$ cat src/rtl/ks_mem_responder_if.sv
// Request/ack bus and boot-loader stream between the K&S core and its 32x16 RAM responder.
interface ks_mem_responder_if #(
    parameter int unsigned DATA_W = 16,
    parameter int unsigned ADDR_W = 5
);
    logic              ram_req;
    logic              ram_we;
    logic [ADDR_W-1:0] ram_addr;
    logic [DATA_W-1:0] ram_wdata;
    logic [DATA_W-1:0] ram_rdata;
    logic              ram_ack;
    logic              ram_busy;
    logic              load_valid;
    logic [DATA_W-1:0] load_data;
    logic              load_last;
    logic              load_ready;
    logic              load_done;

    modport master (
        output ram_req, ram_we, ram_addr, ram_wdata, load_valid, load_data, load_last,
        input  ram_rdata, ram_ack, ram_busy, load_ready, load_done
    );

    modport slave (
        input  ram_req, ram_we, ram_addr, ram_wdata, load_valid, load_data, load_last,
        output ram_rdata, ram_ack, ram_busy, load_ready, load_done
    );
endinterface

$ cat src/rtl/ks_mem_responder.sv
// Memory-side responder for the K&S RAM port: fixed-latency req/ack access plus a boot-loader
// stream that fills the array from address 0.
module ks_mem_responder #(
    parameter int unsigned DATA_W     = 16,
    parameter int unsigned ADDR_W     = 5,
    parameter int unsigned RD_LATENCY = 2,
    parameter int unsigned WR_LATENCY = 1
) (
    input  logic              clk,
    input  logic              rst_n,
    ks_mem_responder_if.slave bus
);
    localparam int unsigned DEPTH = 1 << ADDR_W;

    typedef enum logic [1:0] {
        IDLE    = 2'd0,
        RD_WAIT = 2'd1,
        WR_WAIT = 2'd2
    } state_t;

    state_t            state_q, state_d;
    logic [3:0]        cnt_q, cnt_d;
    logic [ADDR_W-1:0] addr_q, addr_d;
    logic [ADDR_W-1:0] ptr_q, ptr_d;
    logic [DATA_W-1:0] wdata_q, wdata_d;
    logic [DATA_W-1:0] rdata_q, rdata_d;
    logic              done_q, done_d;
    logic              ack;

    logic [DATA_W-1:0] mem_q [DEPTH];
    logic              mem_we;
    logic [ADDR_W-1:0] mem_waddr;
    logic [DATA_W-1:0] mem_wdata;

    always_comb begin
        state_d   = state_q;
        cnt_d     = cnt_q;
        addr_d    = addr_q;
        wdata_d   = wdata_q;
        ptr_d     = ptr_q;
        rdata_d   = rdata_q;
        done_d    = 1'b0;
        ack       = 1'b0;
        mem_we    = 1'b0;
        mem_waddr = ptr_q;
        mem_wdata = bus.load_data;

        unique case (state_q)
            IDLE: begin
                // Loader wins; a coincident request waits for the next IDLE cycle.
                if (bus.load_valid) begin
                    mem_we = 1'b1;
                    if (bus.load_last) begin
                        ptr_d  = '0;
                        done_d = 1'b1;
                    end else begin
                        ptr_d = ptr_q + 1'b1;
                    end
                end else if (bus.ram_req) begin
                    addr_d  = bus.ram_addr;
                    wdata_d = bus.ram_wdata;
                    if (bus.ram_we) begin
                        state_d = WR_WAIT;
                        cnt_d   = 4'(WR_LATENCY);
                    end else begin
                        state_d = RD_WAIT;
                        cnt_d   = 4'(RD_LATENCY);
                    end
                end
            end
            RD_WAIT, WR_WAIT: begin
                cnt_d = cnt_q - 1'b1;
                if (cnt_q == 4'd1) begin
                    ack     = 1'b1;
                    state_d = IDLE;
                    cnt_d   = '0;
                    if (state_q == WR_WAIT) begin
                        mem_we    = 1'b1;
                        mem_waddr = addr_q;
                        mem_wdata = wdata_q;
                    end else begin
                        rdata_d = mem_q[addr_q];
                    end
                end
            end
            default: state_d = IDLE;
        endcase
    end

    always_ff @(posedge clk or negedge rst_n) begin
        if (!rst_n) begin
            state_q <= IDLE;
            cnt_q   <= '0;
            addr_q  <= '0;
            wdata_q <= '0;
            ptr_q   <= '0;
            rdata_q <= '0;
            done_q  <= 1'b0;
        end else begin
            state_q <= state_d;
            cnt_q   <= cnt_d;
            addr_q  <= addr_d;
            wdata_q <= wdata_d;
            ptr_q   <= ptr_d;
            rdata_q <= rdata_d;
            done_q  <= done_d;
        end
    end

    // Array has no reset so contents survive rst_n; write enables are already gated by the FSM.
    always_ff @(posedge clk) begin
        if (mem_we) begin
            mem_q[mem_waddr] <= mem_wdata;
        end
    end

    // rdata_d already carries mem[addr] in the read-ack cycle and the held value otherwise.
    assign bus.ram_rdata  = rdata_d;
    assign bus.ram_ack    = ack;
    assign bus.ram_busy   = (state_q != IDLE);
    assign bus.load_ready = (state_q == IDLE);
    assign bus.load_done  = done_q;

endmodule

$ cat src/flat_wrapper.sv
// flat-port wrapper written by rule: the top's interface ports become plain ports
module ks_mem_responder_flat 
#(
    parameter int unsigned DATA_W     = 16,
    parameter int unsigned ADDR_W     = 5,
    parameter int unsigned RD_LATENCY = 2,
    parameter int unsigned WR_LATENCY = 1
)
  (clk, rst_n, bus_ram_req, bus_ram_we, bus_ram_addr, bus_ram_wdata, bus_load_valid, bus_load_data, bus_load_last, bus_ram_rdata, bus_ram_ack, bus_ram_busy, bus_load_ready, bus_load_done);
  ks_mem_responder_if #(.DATA_W(DATA_W), .ADDR_W(ADDR_W)) bus_i ();
  input  logic clk;
  input  logic rst_n;
  input wire logic [$bits(bus_i.ram_req)-1:0] bus_ram_req;
  input wire logic [$bits(bus_i.ram_we)-1:0] bus_ram_we;
  input wire logic [$bits(bus_i.ram_addr)-1:0] bus_ram_addr;
  input wire logic [$bits(bus_i.ram_wdata)-1:0] bus_ram_wdata;
  input wire logic [$bits(bus_i.load_valid)-1:0] bus_load_valid;
  input wire logic [$bits(bus_i.load_data)-1:0] bus_load_data;
  input wire logic [$bits(bus_i.load_last)-1:0] bus_load_last;
  output wire logic [$bits(bus_i.ram_rdata)-1:0] bus_ram_rdata;
  output wire logic [$bits(bus_i.ram_ack)-1:0] bus_ram_ack;
  output wire logic [$bits(bus_i.ram_busy)-1:0] bus_ram_busy;
  output wire logic [$bits(bus_i.load_ready)-1:0] bus_load_ready;
  output wire logic [$bits(bus_i.load_done)-1:0] bus_load_done;
  assign bus_i.ram_req = bus_ram_req;
  assign bus_i.ram_we = bus_ram_we;
  assign bus_i.ram_addr = bus_ram_addr;
  assign bus_i.ram_wdata = bus_ram_wdata;
  assign bus_i.load_valid = bus_load_valid;
  assign bus_i.load_data = bus_load_data;
  assign bus_i.load_last = bus_load_last;
  assign bus_ram_rdata = bus_i.ram_rdata;
  assign bus_ram_ack = bus_i.ram_ack;
  assign bus_ram_busy = bus_i.ram_busy;
  assign bus_load_ready = bus_i.load_ready;
  assign bus_load_done = bus_i.load_done;
  ks_mem_responder #(.DATA_W(DATA_W), .ADDR_W(ADDR_W), .RD_LATENCY(RD_LATENCY), .WR_LATENCY(WR_LATENCY)) u_core (.clk(clk), .rst_n(rst_n), .bus(bus_i));
endmodule
$ cat config.mk
export PLATFORM = sky130hd
export DESIGN_NAME = ks_mem_responder_flat
export DESIGN_NICKNAME = d
export VERILOG_FILES = /design/src/rtl/ks_mem_responder_if.sv /design/src/rtl/ks_mem_responder.sv /design/src/flat_wrapper.sv
export SDC_FILE = /design/constraint.sdc
export NUM_CORES = 1
export LEC_CHECK = 0
export ABC_CLOCK_PERIOD_IN_PS = 7400
export BUFFER_PORTS_ARGS = -buffer_cell sky130_fd_sc_hd__buf_2
export CAP_MARGIN = 20
export CORE_MARGIN = 2
export CORE_UTILIZATION = 50
export DETAILED_ROUTE_END_ITERATION = 16
export PLACE_DENSITY = 0.73
export SYNTH_ARGS = -nofsm -noshare
export SYNTH_HDL_FRONTEND = slang
export SYNTH_SLANG_ARGS = --single-unit
$ cat constraint.sdc
create_clock -name clk -period 7.4 [get_ports clk]
set_input_delay 0.74 -clock clk [delete_from_list [all_inputs] [get_ports clk]]
set_output_delay 0.74 -clock clk [all_outputs]
set_load 0.005 [all_outputs]
==> out/results.txt <==
The die covers 0.0470 mm^2. sky130_fd_sc_hd__edfxtp_1 takes more of the synthesized area than any other cell. CTS placed an instance of sky130_fd_sc_hd__clkbuf_16 at the clock tree root.

Setup repair after global routing left no endpoint under its margin. The clock reaches the later pin of the worst-skew pair after 0.60 ns. The buffer levels on the longest clock path was 3; the average instance area after synthesis was 17.0 um^2. TritonCTS built the clock tree. The core outline area was 0.0444 mm^2. The number of failing hold endpoints at the final stage is 0, and the multi-input gate area in the final layout is 0.00555 mm^2.

The total of buffers placed on input and output ports was 62. Wires add up to 56,000 um. Top cell type's share of synthesized area: 68.0%. The number of rows created at floorplan is 77, and the number of different library cells in the post-synthesis netlist is 42.

The share of the cycle needed by the critical path after routing was 62.5%; the synthesized net count was 1,380. The logs give 0 for the number of setup violations in the final report and 0 for the post-CTS setup buffer count. The logs give 9.17 nW for the total leakage power and 0 for the post-route antenna net violation count. Summing all flip-flop and latch instances after layout gives 0.0166 mm^2. The run gives 32,000 um as the half-perimeter wire length after placement. For this run the aggregate overflow at the end of global routing stands at 0.

For this run, design rule violations remaining after detail routing come to 0. In this run, post-CTS repair resized a total of 0 instances. The signed area change from the synthesized netlist to the final layout works out to 12.8%. The flow ran to the end, and the final reports show no timing, DRC or antenna violations.

In this run, CTS created clock tree buffers numbering 54. The startpoint type of the worst setup path is a flop. The initial utilization of the core area, before any placement, comes to 50.9%. The tightest min-delay check is of the input port to async pin type. The number of synthesized flops with an enable pin works out to 512.

The classification of the worst setup path was flop to output port. The worst-case IR drop observed on VDD is 0.318 mV. The run gives 3,285 as the number of fill cells. For the pin with the worst max-slew slack, the measured transition is 1.09 ns. Pin placement for this block handled 63 I/O pins. The worst register-to-register path ends at u_core.mem_q[8][0]. In this run, the number of DRC markers left after iteration 0 of detailed routing was 1,660.

In the synthesized netlist, the number of instances is 1,331. The tools report the kind of capture point of the worst setup path as an output port. Across all register-to-register paths, the minimum setup slack is 4.03 ns. After clock tree synthesis, the clock-pin slew on the worst setup and hold paths is 0.06 ns.

Prior to clock tree synthesis, the placed netlist has a worst setup slack of 3.43 ns. The routed wirelength normalized by instance count is 27.2 um. The clock arrives with 0.00972 ns of skew. The run gives 73.4% as the fraction of the yosys area taken by sequential cells. The run gives 0 as the cts-stage hold buffer count. The run gives 24.0% as the overall fraction of global-route tracks in use. The number of global-route vias before repair was 12.5k; the count of cells along the worst register-to-register path was 7.

The final-report max-slew violation count is 0, and the critical-path maximum fanout is 46. The worst path meets setup with 2.78 ns of slack. The width of the chip was 217 um; the summed negative setup slack over all endpoints was 0 ns. Entering global routing, the biggest net connects 124 pins.

The logs give 561 for the sink count of the clock tree and 6.66 ns for the worst endpoint required time. For the H-tree level count, the log shows 2. The routed layout has 12.6k vias.

The number of antenna diodes in the final layout is 0. The proportion of synthesized flip-flops having asynchronous set or reset was 8.73%. In the synthesized netlist the dominant register cell turns out to be sky130_fd_sc_hd__edfxtp_1. Number of antenna violations at the first check in global routing: 1.

After synthesis, the cell types taking the most area are sky130_fd_sc_hd__edfxtp_1 (68%), sky130_fd_sc_hd__mux2i_1 (11%), sky130_fd_sc_hd__dfrtp_1 (5.4%). The data arrival time of the worst path is 3.88 ns. Before antenna repair, the detailed router went through 8 iterations.

Headroom to the max-slew limit came out at 27.0%. Fraction of final layout cells with drive strength greater than 1: 17.7%. The power per cell area is 372 mW/mm^2.

Max-cap violations in this run came to 0. The final layout contains 1,472 nets. For this run, the top clock speed supported by timing is 0.216 GHz. The mean number of vias per cell is 6.10, and the synthesized area is 0.0226 mm^2. The Yosys step of the flow raised 0 warnings.

The startpoint identified for the worst register-to-register timing path is u_core.state_q[0]. The die is 217 um tall. The routability-driven placement congestion ratio is 0.886. Counting flops and latches in the post-synthesis netlist gives 561. Final critical delay including setup and external delays: 4.62 ns. The first-pass GRT wire length is 81,700 um.
[synth_stat cells, types with 3 or more instances]
cell type	instances
sky130_fd_sc_hd__mux2i_1	258
sky130_fd_sc_hd__nor3_1	15
sky130_fd_sc_hd__nor3b_1	3
sky130_fd_sc_hd__o21ai_0	11
sky130_fd_sc_hd__a221oi_1	16
sky130_fd_sc_hd__a22oi_1	64
sky130_fd_sc_hd__ha_1	6
sky130_fd_sc_hd__o22ai_1	18
sky130_fd_sc_hd__edfxtp_1	512
sky130_fd_sc_hd__buf_4	16
sky130_fd_sc_hd__buf_1	6
sky130_fd_sc_hd__dfrtp_1	49
sky130_fd_sc_hd__inv_1	8
sky130_fd_sc_hd__a31oi_1	5
sky130_fd_sc_hd__nor2b_1	4
sky130_fd_sc_hd__nor4b_1	3
sky130_fd_sc_hd__nor2_1	38
sky130_fd_sc_hd__buf_2	22
sky130_fd_sc_hd__nand3_1	7
sky130_fd_sc_hd__o21bai_1	4
sky130_fd_sc_hd__buf_6	7
sky130_fd_sc_hd__a22o_1	33
sky130_fd_sc_hd__clkbuf_1	32
sky130_fd_sc_hd__o41ai_2	16
sky130_fd_sc_hd__a21oi_1	35
sky130_fd_sc_hd__a221oi_2	16
sky130_fd_sc_hd__nand2b_1	5
sky130_fd_sc_hd__mux2_2	22
sky130_fd_sc_hd__nand2_1	80
[area by class of cell]
| cell class | instances | area share, % |
|---|---|---|
| Clock buffer | 70 | 5.73 |
| Clock inverter | 32 | 1.05 |
| Inverter | 8 | 0.118 |
| Multi-Input combinational cell | 678 | 21.8 |
| Sequential cell | 561 | 65.1 |
| Tap cell | 592 | 2.90 |
| Timing Repair Buffer | 120 | 3.38 |
[through the flow]
stage                     std cells  cell area [um^2]  total power [mW]  utilization [%]  hold WS (ns)
final                          2061             25500              9.49             57.5         0.316
after global routing           2061             25500              9.82             57.5         0.354
after CTS                      2056             25400              9.48             57.2         0.321
after detailed placement       1954             23700              6.81             53.3         0.455
after global placement         1954             23700              6.76             53.3         0.453
after floorplan                1331             22600              6.00                -         0.444
[power breakdown]
group          switching [mW]  leakage, nW  internal [mW]  total, mW
Combinational            1.78         3.11           1.09       2.87
Sequential              0.181         5.21           3.75       3.93
Clock                    1.15        0.851           1.53       2.69
[placed cells by master (no fill, tap or decap), drive strengths merged, types with 3 or more instances in the layout]
| cell type | instances |
|---|---|
| clkinv | 27 |
| o41ai | 16 |
| mux2 | 22 |
| ha | 6 |
| a31oi | 5 |
| nor2 | 39 |
| a22o | 33 |
| nand2b | 5 |
| edfxtp | 512 |
| nor3 | 15 |
| mux2i | 258 |
| nand3 | 7 |
| a22oi | 64 |
| clkbuf | 70 |
| buf | 120 |
| a221oi | 32 |
| bufinv | 4 |
| inv | 8 |
| o21ai | 11 |
| o22ai | 18 |
| dfrtp | 49 |
| nor2b | 4 |
| o21bai | 4 |
| nand2 | 80 |
| a21oi | 35 |
| nor4b | 3 |
| nor3b | 3 |
[registers in the layout, indices dropped and copies added (netlist names)]
| register | cells |
|---|---|
| u_core.cnt_q | 4 |
| u_core.state_q | 2 |
| u_core.rdata_q | 16 |
| u_core.wdata_q | 16 |
| u_core.addr_q | 5 |
| u_core.ptr_q | 5 |
| u_core.bus.load_done | 1 |
| u_core.mem_q | 512 |
[metal layers]
metal,GRT usage [%],part of all wire [%],vias up
met3,4.32,9.5,117
met5,0,0,-
met2,37.0,46,660
met4,9.66,3.7,0
li1,-,-,5457
met1,34.0,41,6336
[how the worst max path moves through the flow]
stage	start	end	slack, ns	cells past startpoint
after floorplan	u_core.state_q[0]	u_core.mem_q[11][0]	4.53	9
after global placement	u_core.addr_q[0]	bus_ram_rdata[6]	3.50	7
after detailed placement	u_core.addr_q[0]	bus_ram_rdata[6]	3.43	7
after CTS	u_core.addr_q[0]	bus_ram_rdata[6]	2.78	7
after global routing	u_core.addr_q[0]	bus_ram_rdata[6]	2.68	7
final	u_core.addr_q[0]	bus_ram_rdata[6]	2.78	7
[critical path, cell delays in order (launching register included)]
cell and delay (ns):
sky130_fd_sc_hd__dfrtp_4 0.67, sky130_fd_sc_hd__buf_4 0.67, sky130_fd_sc_hd__mux2i_1 0.18, sky130_fd_sc_hd__a22o_1 0.26, sky130_fd_sc_hd__a221oi_1 0.48, sky130_fd_sc_hd__o22ai_1 0.16
sky130_fd_sc_hd__o41ai_2 0.60, sky130_fd_sc_hd__buf_2 0.21
[logic make-up (layout without fill, tap and decap cells)]
family          count (synthesis)  count (layout)  synth area share (%)
simple gates                  166             166                  3.28
mux                           280             280                  12.5
fa+ha+maj                       6               6                 0.332
buf+inv                        92             230                  2.20
compound gates                226             226                  8.31
flops                         561             561                  73.4
Power figures use the tool's default switching activity.
